### config.mk
export PLATFORM = sky130hd
export DESIGN_NAME = writeback_stage_flat
export DESIGN_NICKNAME = d
export VERILOG_FILES = /design/src/rtl/wb_pkg.sv /design/src/rtl/writeback_stage_if.sv /design/src/rtl/load_align.sv /design/src/rtl/writeback_stage.sv /design/src/flat_wrapper.sv
export SDC_FILE = /design/constraint.sdc
export NUM_CORES = 1
export LEC_CHECK = 0
export BUFFER_PORTS_ARGS = -buffer_cell sky130_fd_sc_hd__buf_2
export CAP_MARGIN = 25
export CORE_UTILIZATION = 45
export CTS_CLUSTER_SIZE = 10
export DETAILED_ROUTE_END_ITERATION = 10
export PLACE_DENSITY = 0.86
export SLEW_MARGIN = 10
export SYNTH_ARGS = -nofsm -noshare
export SYNTH_HDL_FRONTEND = slang
export SYNTH_SLANG_ARGS = --single-unit
### constraint.sdc
create_clock -name clk -period 4.7 [get_ports clk]
set_input_delay 0 -clock clk [delete_from_list [all_inputs] [get_ports clk]]
set_output_delay 0 -clock clk [all_outputs]
set_load 0.005 [all_outputs]
### src/rtl/wb_pkg.sv
// Shared types for the RV32I writeback stage: result-source select,
// load funct3 codes, load FSM states and a load alignment helper.
package wb_pkg;

    typedef enum logic [1:0] {
        WB_ALU  = 2'd0,
        WB_MEM  = 2'd1,
        WB_PC4  = 2'd2,
        WB_RSVD = 2'd3
    } wb_sel_e;

    typedef enum logic {
        IDLE     = 1'b0,
        WAIT_MEM = 1'b1
    } wb_state_e;

    localparam logic [2:0] F3_LB  = 3'b000;
    localparam logic [2:0] F3_LH  = 3'b001;
    localparam logic [2:0] F3_LW  = 3'b010;
    localparam logic [2:0] F3_LBU = 3'b100;
    localparam logic [2:0] F3_LHU = 3'b101;

    // Unlisted funct3 codes behave as LW, so they need word alignment.
    function automatic logic ld_misaligned(logic [2:0] f3, logic [1:0] a);
        logic m;
        unique case (1'b1)
            (f3 == F3_LB || f3 == F3_LBU): m = 1'b0;
            (f3 == F3_LH || f3 == F3_LHU): m = a[0];
            default:                       m = (a != 2'b00);
        endcase
        return m;
    endfunction

endpackage

### src/rtl/writeback_stage_if.sv
// Data-memory load response port between writeback stage and memory.
// master: dmem_req/dmem_addr out, dmem_rvalid/dmem_rdata in; slave: reverse.
interface writeback_stage_if #(
    parameter int XLEN = 32
);
    logic            dmem_req;
    logic [XLEN-1:0] dmem_addr;
    logic            dmem_rvalid;
    logic [XLEN-1:0] dmem_rdata;

    modport master (
        output dmem_req, dmem_addr,
        input  dmem_rvalid, dmem_rdata
    );

    modport slave (
        input  dmem_req, dmem_addr,
        output dmem_rvalid, dmem_rdata
    );
endinterface

### src/rtl/load_align.sv
// Load formatter: picks byte (addr[1:0]) or half (addr[1]) from the word
// and sign/zero extends. Ports: funct3_i, addr_i, rdata_i in; data_o out.
module load_align
    import wb_pkg::*;
#(
    parameter int XLEN = 32
) (
    input  logic [2:0]      funct3_i,
    input  logic [1:0]      addr_i,
    input  logic [XLEN-1:0] rdata_i,
    output logic [XLEN-1:0] data_o
);
    logic [7:0]  byte_w;
    logic [15:0] half_w;

    always_comb begin
        byte_w = rdata_i[{addr_i, 3'b000} +: 8];
        half_w = addr_i[1] ? rdata_i[31:16] : rdata_i[15:0];
        data_o = rdata_i;
        unique case (1'b1)
            (funct3_i == F3_LB):  data_o = {{(XLEN-8){byte_w[7]}}, byte_w};
            (funct3_i == F3_LBU): data_o = {{(XLEN-8){1'b0}}, byte_w};
            (funct3_i == F3_LH):  data_o = {{(XLEN-16){half_w[15]}}, half_w};
            (funct3_i == F3_LHU): data_o = {{(XLEN-16){1'b0}}, half_w};
            default:              data_o = rdata_i;
        endcase
    end
endmodule

### src/rtl/writeback_stage.sv
// RV32I writeback stage: registers ALU/PC+4 results, runs the load FSM
// against the dmem port and drives the register file write port.
// Ports: clk, rst (async active-low), ex_* from execute, dmem (master),
// stall, reg_wr_DE/waddrDE/wdata, misalign.
// Option: WB_MISALIGN_CHK_EN drops misaligned LH/LHU/LW and pulses misalign.
module writeback_stage
    import wb_pkg::*;
#(
    parameter int XLEN = 32
) (
    input  logic               clk,
    input  logic               rst,
    input  logic               ex_valid,
    input  logic               ex_reg_wr,
    input  logic [4:0]         ex_rd,
    input  logic [1:0]         ex_wb_sel,
    input  logic [2:0]         ex_funct3,
    input  logic [XLEN-1:0]    ex_alu_result,
    input  logic [XLEN-1:0]    ex_pc,
    writeback_stage_if.master  dmem,
    output logic               stall,
    output logic               reg_wr_DE,
    output logic [4:0]         waddrDE,
    output logic [XLEN-1:0]    wdata,
    output logic               misalign
);
    wb_state_e       state_q;
    logic [4:0]      rd_q;
    logic            wr_q;
    logic [2:0]      f3_q;
    logic [1:0]      off_q;
    logic            reg_wr_q;
    logic [4:0]      waddr_q;
    logic [XLEN-1:0] wdata_q;
    logic            misalign_q;

    wb_sel_e         sel;
    logic            is_load;
    logic            mis_chk;
    logic            wr_en;
    logic [XLEN-1:0] res_d;
    logic [XLEN-1:0] ld_d;

    assign sel     = wb_sel_e'(ex_wb_sel);
    assign is_load = (state_q == IDLE) && ex_valid && (sel == WB_MEM);
    assign wr_en   = ex_reg_wr && (ex_rd != 5'd0);
    assign res_d   = (sel == WB_PC4) ? ex_pc + XLEN'(4) : ex_alu_result;

`ifdef WB_MISALIGN_CHK_EN
    assign mis_chk = ld_misaligned(ex_funct3, ex_alu_result[1:0]);
`else
    assign mis_chk = 1'b0;
`endif

    // Request is gated by reset so the port is quiet while held in reset.
    assign dmem.dmem_req  = rst && is_load && !mis_chk;
    assign dmem.dmem_addr = dmem.dmem_req ?
                            {ex_alu_result[XLEN-1:2], 2'b00} : '0;

    load_align #(.XLEN(XLEN)) u_align (
        .funct3_i (f3_q),
        .addr_i   (off_q),
        .rdata_i  (dmem.dmem_rdata),
        .data_o   (ld_d)
    );

    always_ff @(posedge clk or negedge rst) begin
        if (!rst) begin
            state_q    <= IDLE;
            rd_q       <= '0;
            wr_q       <= 1'b0;
            f3_q       <= '0;
            off_q      <= '0;
            reg_wr_q   <= 1'b0;
            waddr_q    <= '0;
            wdata_q    <= '0;
            misalign_q <= 1'b0;
        end else begin
            reg_wr_q   <= 1'b0;
            misalign_q <= 1'b0;
            unique case (state_q)
                IDLE: begin
                    if (ex_valid && sel == WB_MEM) begin
                        if (mis_chk) begin
                            misalign_q <= 1'b1;
                        end else begin
                            rd_q    <= ex_rd;
                            wr_q    <= wr_en;
                            f3_q    <= ex_funct3;
                            off_q   <= ex_alu_result[1:0];
                            state_q <= WAIT_MEM;
                        end
                    end else if (ex_valid) begin
                        waddr_q  <= ex_rd;
                        reg_wr_q <= wr_en;
                        wdata_q  <= res_d;
                    end
                end
                WAIT_MEM: begin
                    if (dmem.dmem_rvalid) begin
                        waddr_q  <= rd_q;
                        reg_wr_q <= wr_q;
                        wdata_q  <= ld_d;
                        state_q  <= IDLE;
                    end
                end
                default: state_q <= IDLE;
            endcase
        end
    end

    assign stall     = (state_q == WAIT_MEM);
    assign reg_wr_DE = reg_wr_q;
    assign waddrDE   = waddr_q;
    assign wdata     = wdata_q;
    assign misalign  = misalign_q;
endmodule
### src/flat_wrapper.sv
// flat-port wrapper written by rule: the top's interface ports become plain ports
module writeback_stage_flat import wb_pkg::*;
#(
    parameter int XLEN = 32
)
  (clk, rst, ex_valid, ex_reg_wr, ex_rd, ex_wb_sel, ex_funct3, ex_alu_result, ex_pc, stall, reg_wr_DE, waddrDE, wdata, misalign, dmem_dmem_req, dmem_dmem_addr, dmem_dmem_rvalid, dmem_dmem_rdata);
  writeback_stage_if #(.XLEN(XLEN)) dmem_i ();
  input  logic clk;
  input  logic rst;
  input  logic ex_valid;
  input  logic ex_reg_wr;
  input  logic [4:0] ex_rd;
  input  logic [1:0] ex_wb_sel;
  input  logic [2:0] ex_funct3;
  input  logic [XLEN-1:0] ex_alu_result;
  input  logic [XLEN-1:0] ex_pc;
  output logic stall;
  output logic reg_wr_DE;
  output logic [4:0] waddrDE;
  output logic [XLEN-1:0] wdata;
  output logic misalign;
  output wire logic [$bits(dmem_i.dmem_req)-1:0] dmem_dmem_req;
  output wire logic [$bits(dmem_i.dmem_addr)-1:0] dmem_dmem_addr;
  input wire logic [$bits(dmem_i.dmem_rvalid)-1:0] dmem_dmem_rvalid;
  input wire logic [$bits(dmem_i.dmem_rdata)-1:0] dmem_dmem_rdata;
  assign dmem_dmem_req = dmem_i.dmem_req;
  assign dmem_dmem_addr = dmem_i.dmem_addr;
  assign dmem_i.dmem_rvalid = dmem_dmem_rvalid;
  assign dmem_i.dmem_rdata = dmem_dmem_rdata;
  writeback_stage #(.XLEN(XLEN)) u_core (.clk(clk), .rst(rst), .ex_valid(ex_valid), .ex_reg_wr(ex_reg_wr), .ex_rd(ex_rd), .ex_wb_sel(ex_wb_sel), .ex_funct3(ex_funct3), .ex_alu_result(ex_alu_result), .ex_pc(ex_pc), .dmem(dmem_i), .stall(stall), .reg_wr_DE(reg_wr_DE), .waddrDE(waddrDE), .wdata(wdata), .misalign(misalign));
endmodule
Yosys cells after proc, flatten, opt, wreduce, memory -nomap -nowiden
Cells that the tools add are included.

Register bits after elaboration: 50. Output and inout bits: 73.

Equal/unequal tests: 8. Add/subtract/negate cells: 1. Bitwise operators: 1. Muxes and demuxes: 19. Reductions and logical operators: 9. Shifts and indexed selects: 1.

Operator list (count): 32-bit two-way mux (5); 32-bit one-hot mux with 4 select lines (1); 32-bit one-hot mux with 2 select lines (1); 32-bit by 3-bit adder with 32-bit output (second input constant) (1); 32-bit by 6-bit variable part select with 8-bit output (1); 16-bit two-way mux (1); 5-bit two-way mux (3); 5-bit one-hot mux with 2 select lines (1); 3-bit == test (second input constant) (2); 2-bit != test (second input constant) (3); 1-bit logical AND (5); 1-bit two-way mux (5); 5-bit nonzero test (1); 1-bit one-hot mux with 2 select lines (2); 3-bit by 1-bit == test with 1-bit output (second input constant) (1); 3-bit logical NOT (1); 3-bit AND reduction (1); 2-bit by 1-bit == test with 1-bit output (second input constant) (1); 2-bit == test (second input constant) (1); 2-bit AND reduction (1); 1-bit NOT (1).

Longest topological paths before layout
Word-level depth: 5. Mapped depth: 7. Mapped depth without buffers: 6.

Hierarchy
From an unflattened synthesis, not the netlist that was laid out.

Cell total of the unflattened synthesis: 515. Area, all modules: 4010.1 um^2.

Modules (own cells, without submodules): writeback_stage (instances 1, seq. area each 1251.2 um^2, area an instance 3300.7 um^2, cells an instance 397); load_align (instances 1, seq. area each 0.0 um^2, area an instance 709.4 um^2, cells an instance 118).

Worst setup path after synthesis
Ideal clock, no wire load.

Path type: register -> register. From: reg u_core.off_q[1]. To: reg u_core.wdata_q[24] (netlist: u_core.wdata[24]). Cell stages (with the launch flop): 7. Path slack: 3085 ps. Arrival time: 1521 ps. Setup time: 94 ps. Data required time: 4606 ps. Path through: dfrtp_1 > buf_4 > nor3_1 > a22oi_4 > a21oi_2 > a211oi_1 > a211oi_1.

Longest elaborated chain between the ends: 4. Elaborated cells on any way between the ends: 5. Those cells by class: shift (1); mux (4).

RTL lines: start: declaration (line writeback_stage.sv:31) `logic [1:0] off_q;`; start signal: assignment (line writeback_stage.sv:90) `off_q <= ex_alu_result[1:0];`; 32-bit by 6-bit variable part select with 8-bit output / 16-bit two-way mux (equally long branches) (line load_align.sv:17, load_align.sv:18); 32-bit one-hot mux with 4 select lines (*) (line load_align.sv:20) `unique case (1'b1)`; 32-bit two-way mux (*) (line writeback_stage.sv:100) `if (dmem.dmem_rvalid) begin`; 32-bit one-hot mux with 2 select lines (*) (line writeback_stage.sv:81) `unique case (state_q)`; end signal: assignment (line writeback_stage.sv:96) `wdata_q <= res_d;`; end signal: assignment (line writeback_stage.sv:103) `wdata_q <= ld_d;`; end: declaration (line writeback_stage.sv:34) `logic [XLEN-1:0] wdata_q;`.

Mark *: on every way between the ends. The rest lies on a longest branch, timed or not. The select of a mux whose other input is x is not followed. A chain may end at the register's enable or synchronous reset.

Worst setup path in the final report
From: reg u_core.state_q (netlist: u_core.stall). To: reg u_core.wdata_q[0] (netlist: u_core.wdata[0]).

Longest elaborated chain between the ends: 3. Elaborated cells on any way between the ends: 6. Those cells by class: eq/ne (3); mux (1); bitwise (1); reduce/logical (1).

RTL lines: start: declaration (line writeback_stage.sv:27) `wb_state_e state_q;`; start signal: assignment (line writeback_stage.sv:69) `state_q <= IDLE;`; start signal: assignment (line writeback_stage.sv:91) `state_q <= WAIT_MEM;`; start signal: assignment (line writeback_stage.sv:104) `state_q <= IDLE;`; 1-bit NOT; 2-bit != test (no line); 3-bit AND reduction (no line).

Several ways; a longest one is shown, not always the timed one.

==> results.md <==
- Buffers placed on the I/O ports in this run total 180.
- The count of flip-flops with a built-in enable after synthesis is 0.
- For hold timing, the worst endpoint is u_core.wdata[21]$_DFFE_PN0P_.
- The critical path goes through nand2_1 > o21ai_2 > buf_4 > o21ai_1 > o22a_1.
- The core area is 8220 um^2.
- The die is ~94 um wide.
- The total of max-cap violations is 0.
- Summing internal, switching and leakage power gives between 1.5 and 2 mW.
- The maximum achievable frequency is 369 MHz.
- The cell count of the worst reg-to-reg path is 5.
- The detail-routed net length per standard cell is 18.8 um.
- For this run, the post-layout net count is 751.
- The half-perimeter wire length after placement is 10.7 mm.
- Measured against its own limit, the worst slew margin works out to 0.342.
- The initial antenna violation count is 0.
- The total standard cell area after synthesis is 3830 um^2.
- Dividing total power by cell area gives a power density of 302 nW/um^2.
- The detailed router placed ~4500 vias in this run.
- For this run, the register share of the synthesized area comes to 0.326.
- Yosys instantiated no cell more often than nand2_1.
- The critical-path maximum fanout is 19.
- The top-area cell type share of the netlist area is 0.326.
- The worst setup path is captured at a flop.
- The highest cell delay on the worst timing path is 0.87 ns.
- The final worst-path cycle share is 0.577.
- The worst path meets setup with a little under 2 ns of slack.
- Pin placement for this block handled 184 I/O pins.
- Along the worst hold path, the cell count comes to 3.
- The required time of the worst setup path is 4.91 ns.
- Clock skew on the completed layout was measured at 0.00931 ns.
- The clock period could shrink to 2.71 ns.
- The final count of pins violating max slew came to 0.
- Setup total negative slack on the finished layout was measured at 0 ns.
- The flow ran to the end, and the final reports show no timing, DRC or antenna violations.
- The initial core utilization is 0.466.
- After clock tree synthesis, the flow added hold-fix buffers numbering 15.
- Setup slack on the worst reg-to-reg path comes out at 1.99 ns.
- After detailed routing, the number of vias per cell comes to between 6 and 7.
- The critical path in this run is classified as flop to flop.
- The area enclosed by the die boundary is 8890 um^2.
- Relative to the synthesized area, the layout overhead comes to 31.2%.
- The number of global-route vias before repair is 4030.
- The worst hold path belongs to the class input pin to flop.
- In this run the remaining antenna-violating nets after routing total 0.
- Setup violations remaining at the end of the flow were counted as 0.
- For this run, the detailed router's first-pass iteration total came to 5.
- Across the VDD grid, the largest voltage drop is 0.000155 V.
- The quantity of gates resized following cts is 0.
- After clock tree synthesis, the setup repair step added 0 buffers.
- At the later pin of the worst-skew pair, clock insertion delay measures between 0.3 and 0.4 ns.
- The gate count of the mapped netlist is 461.
- The floorplan has 33 rows.
- The largest individual stage delay along the critical path comes from the cell dfrtp_1.
- The tree is rooted in a clkbuf_8.
- dfrtp_1 takes more of the synthesized area than any other cell.
- The depth of the CTS H-tree is 2.
- The routed wire length is approximately 14 mm.
- The total of flip-flops plus latches after synthesis is 50.
- The clock tree from TritonCTS is yes.
- The startpoint of the worst hold path is ex_alu_result[21].
- In the routed design, unresolved DRC markers number 0.
- For the pin with the worst max-slew slack, the measured transition is roughly 1 ns.
- The total track usage is 0.312.
- In this run the mean area of a mapped cell was a little over 8 um^2.
- Global routing finished with a remaining overflow of 0.
- At the worst endpoint, the arrival time is between 2 and 3 ns.
- Setup repair after global routing left no endpoint under its margin.
- From bottom edge to top edge, the die measures 94.3 um.
- The maximum buffer depth of the clock tree is 2.
- Clock-pin slew was measured on the worst setup and hold paths at about 0.1 ns.
- The number of fill cells is 768.
- The final hold slack is 0.00334 ns.
- The startpoint identified for the worst register-to-register timing path is u_core.stall$_DFF_PN0_.
- The repair_antennas step left the layout with diodes totalling 0.
- The distinct cell type count of the synthesized netlist is 58.
- The dominant synthesized flop cell is dfrtp_1.
- The detailed router finished its first iteration with 362 violations.
- The async set or reset register ratio after synthesis is 1.00.
- The count of yosys warnings during synthesis is 0.
- The congestion estimate from routability-driven global placement came to 0.945.
- The worst setup slack after placement is between 2 and 2.5 ns.
- The leakage power is about 2.3 nW.
- In the post-synthesis netlist, the biggest area contributors are dfrtp_1 (33%), nand2_1 (5.4%), and2_1 (5.2%).
- In this run, CTS created clock tree buffers numbering 5.
- The share of cells above drive strength 1 is 0.342.
- The critical path launch point type is a flop.
- Entering global routing, the biggest net connects 52 pins.
- In this run the critical register-to-register path is captured at u_core.wdata[0]$_DFFE_PN0P_.
- The tree built by TritonCTS fans out to 50 sinks.
- The first global-routing pass estimated about 21 mm of wire.
- By count the netlist is led by nand2_1 (55), dfrtp_1 (50), and2_1 (32), nor2_1 (30), a21oi_1 (28).
- The final hold violation count is 0.
[where the power goes]
part | total [mW] | leakage [nW] | switching, mW | internal, mW
Combinational | 0.572 | 1.65 | 0.320 | 0.253
Clock | 0.319 | 0.0585 | 0.160 | 0.160
Sequential | 0.624 | 0.587 | 0.101 | 0.523
Total | 1.52 | 2.29 | 0.580 | 0.936
[registers in the layout, summed over array words and instances, names as in the netlist]
register          cells
u_core.wdata         32
u_core.rd_q           5
u_core.waddrDE        5
u_core.f3_q           3
u_core.off_q          2
u_core.reg_wr_DE      1
u_core.stall          1
u_core.wr_q           1
[metal layers]
metal | vias to the layer above | GRT usage | routed length (um)
met3 | 34 | 0.0405 | 1160
met2 | 267 | 0.520 | 6680
met1 | 2152 | 0.419 | 5770
li1 | 2055 | - | -
met5 | - | 0 | 0
met4 | 0 | 0.0949 | 406
[worst max-delay path by stage]
stage	startpoint	to	slack, ns
floorplan	u_core.off_q[1]$_DFFE_PN0N_	u_core.wdata[24]$_DFFE_PN0P_	3.08
global placement	u_core.stall$_DFF_PN0_	u_core.wdata[0]$_DFFE_PN0P_	2.22
detailed placement	u_core.stall$_DFF_PN0_	u_core.wdata[0]$_DFFE_PN0P_	2.09
CTS	u_core.stall$_DFF_PN0_	u_core.wdata[0]$_DFFE_PN0P_	2.07
global route	u_core.stall$_DFF_PN0_	u_core.wdata[0]$_DFFE_PN0P_	1.86
finish	u_core.stall$_DFF_PN0_	u_core.wdata[0]$_DFFE_PN0P_	1.99
[critical path, delay by kind of cell (launching register included)]
| kind | cells | cell delay (ns) |
|---|---|---|
| buffers and inverters | 1 | 0.35 |
| AND/OR/NAND/NOR | 1 | 0.59 |
| flip-flops | 1 | 0.87 |
| AO/OA/AOI/OAI | 3 | 0.80 |
[stage by stage]
stage           util  std cells  cell area [um^2]
3_5_place_dp   0.580        722              4770
4_1_cts        0.612        745              5030
2_1_floorplan      -        463              3840
6_report       0.612        745              5030
5_1_grt        0.612        745              5030
3_3_place_gp   0.580        722              4770
[cell type report]
type                            instances  area (um^2)  share of cell area
Clock buffer                            5         68.8              0.0137
Clock inverter                          3         43.8             0.00871
Inverter                                8         30.0             0.00597
Multi-Input combinational cell        375         2420               0.482
Sequential cell                        50         1250               0.249
Tap cell                              105          131              0.0261
Timing Repair Buffer                  199         1080               0.215
[placed cells by master, fill, tap and decap left out, types with 3 or more instances in the layout]
master           n
o221ai_1         4
conb_1           3
buf_4            4
nor4_1           3
and2_1          32
nand2b_1         6
o22ai_1         18
nand3b_1         3
mux2_2           3
nor2b_1          4
a221o_1          4
clkbuf_8         5
a31oi_1          6
nand3_1         19
xor2_1          19
buf_2          180
a21oi_1         28
a221oi_2         4
nor3_1           5
dfrtp_1         50
a211oi_1        25
a221oi_1         5
o21ai_0         13
a211o_1          5
o21ai_1         10
and3_1           5
xnor2_1          7
inv_1            4
nand2_1         55
nand4_1         10
inv_2            4
dlygate4sd3_1   15
nor2_1          30
mux2i_1         10
o211ai_1         6
mux2_1           4
[kinds of logic (layout without fill, tap and decap cells)]
| logic type | Yosys count | after routing | synth area share |
|---|---|---|---|
| other cells | 1 | 3 | 0.000978 |
| fa+ha+maj | 1 | 1 | 0.00326 |
| simple gates | 191 | 191 | 0.272 |
| flops | 50 | 50 | 0.326 |
| xor+xnor | 26 | 26 | 0.0594 |
| compound gates | 137 | 137 | 0.248 |
| mux | 17 | 17 | 0.0467 |
| buf+inv | 38 | 215 | 0.0434 |
Power figures use the tool's default switching activity.
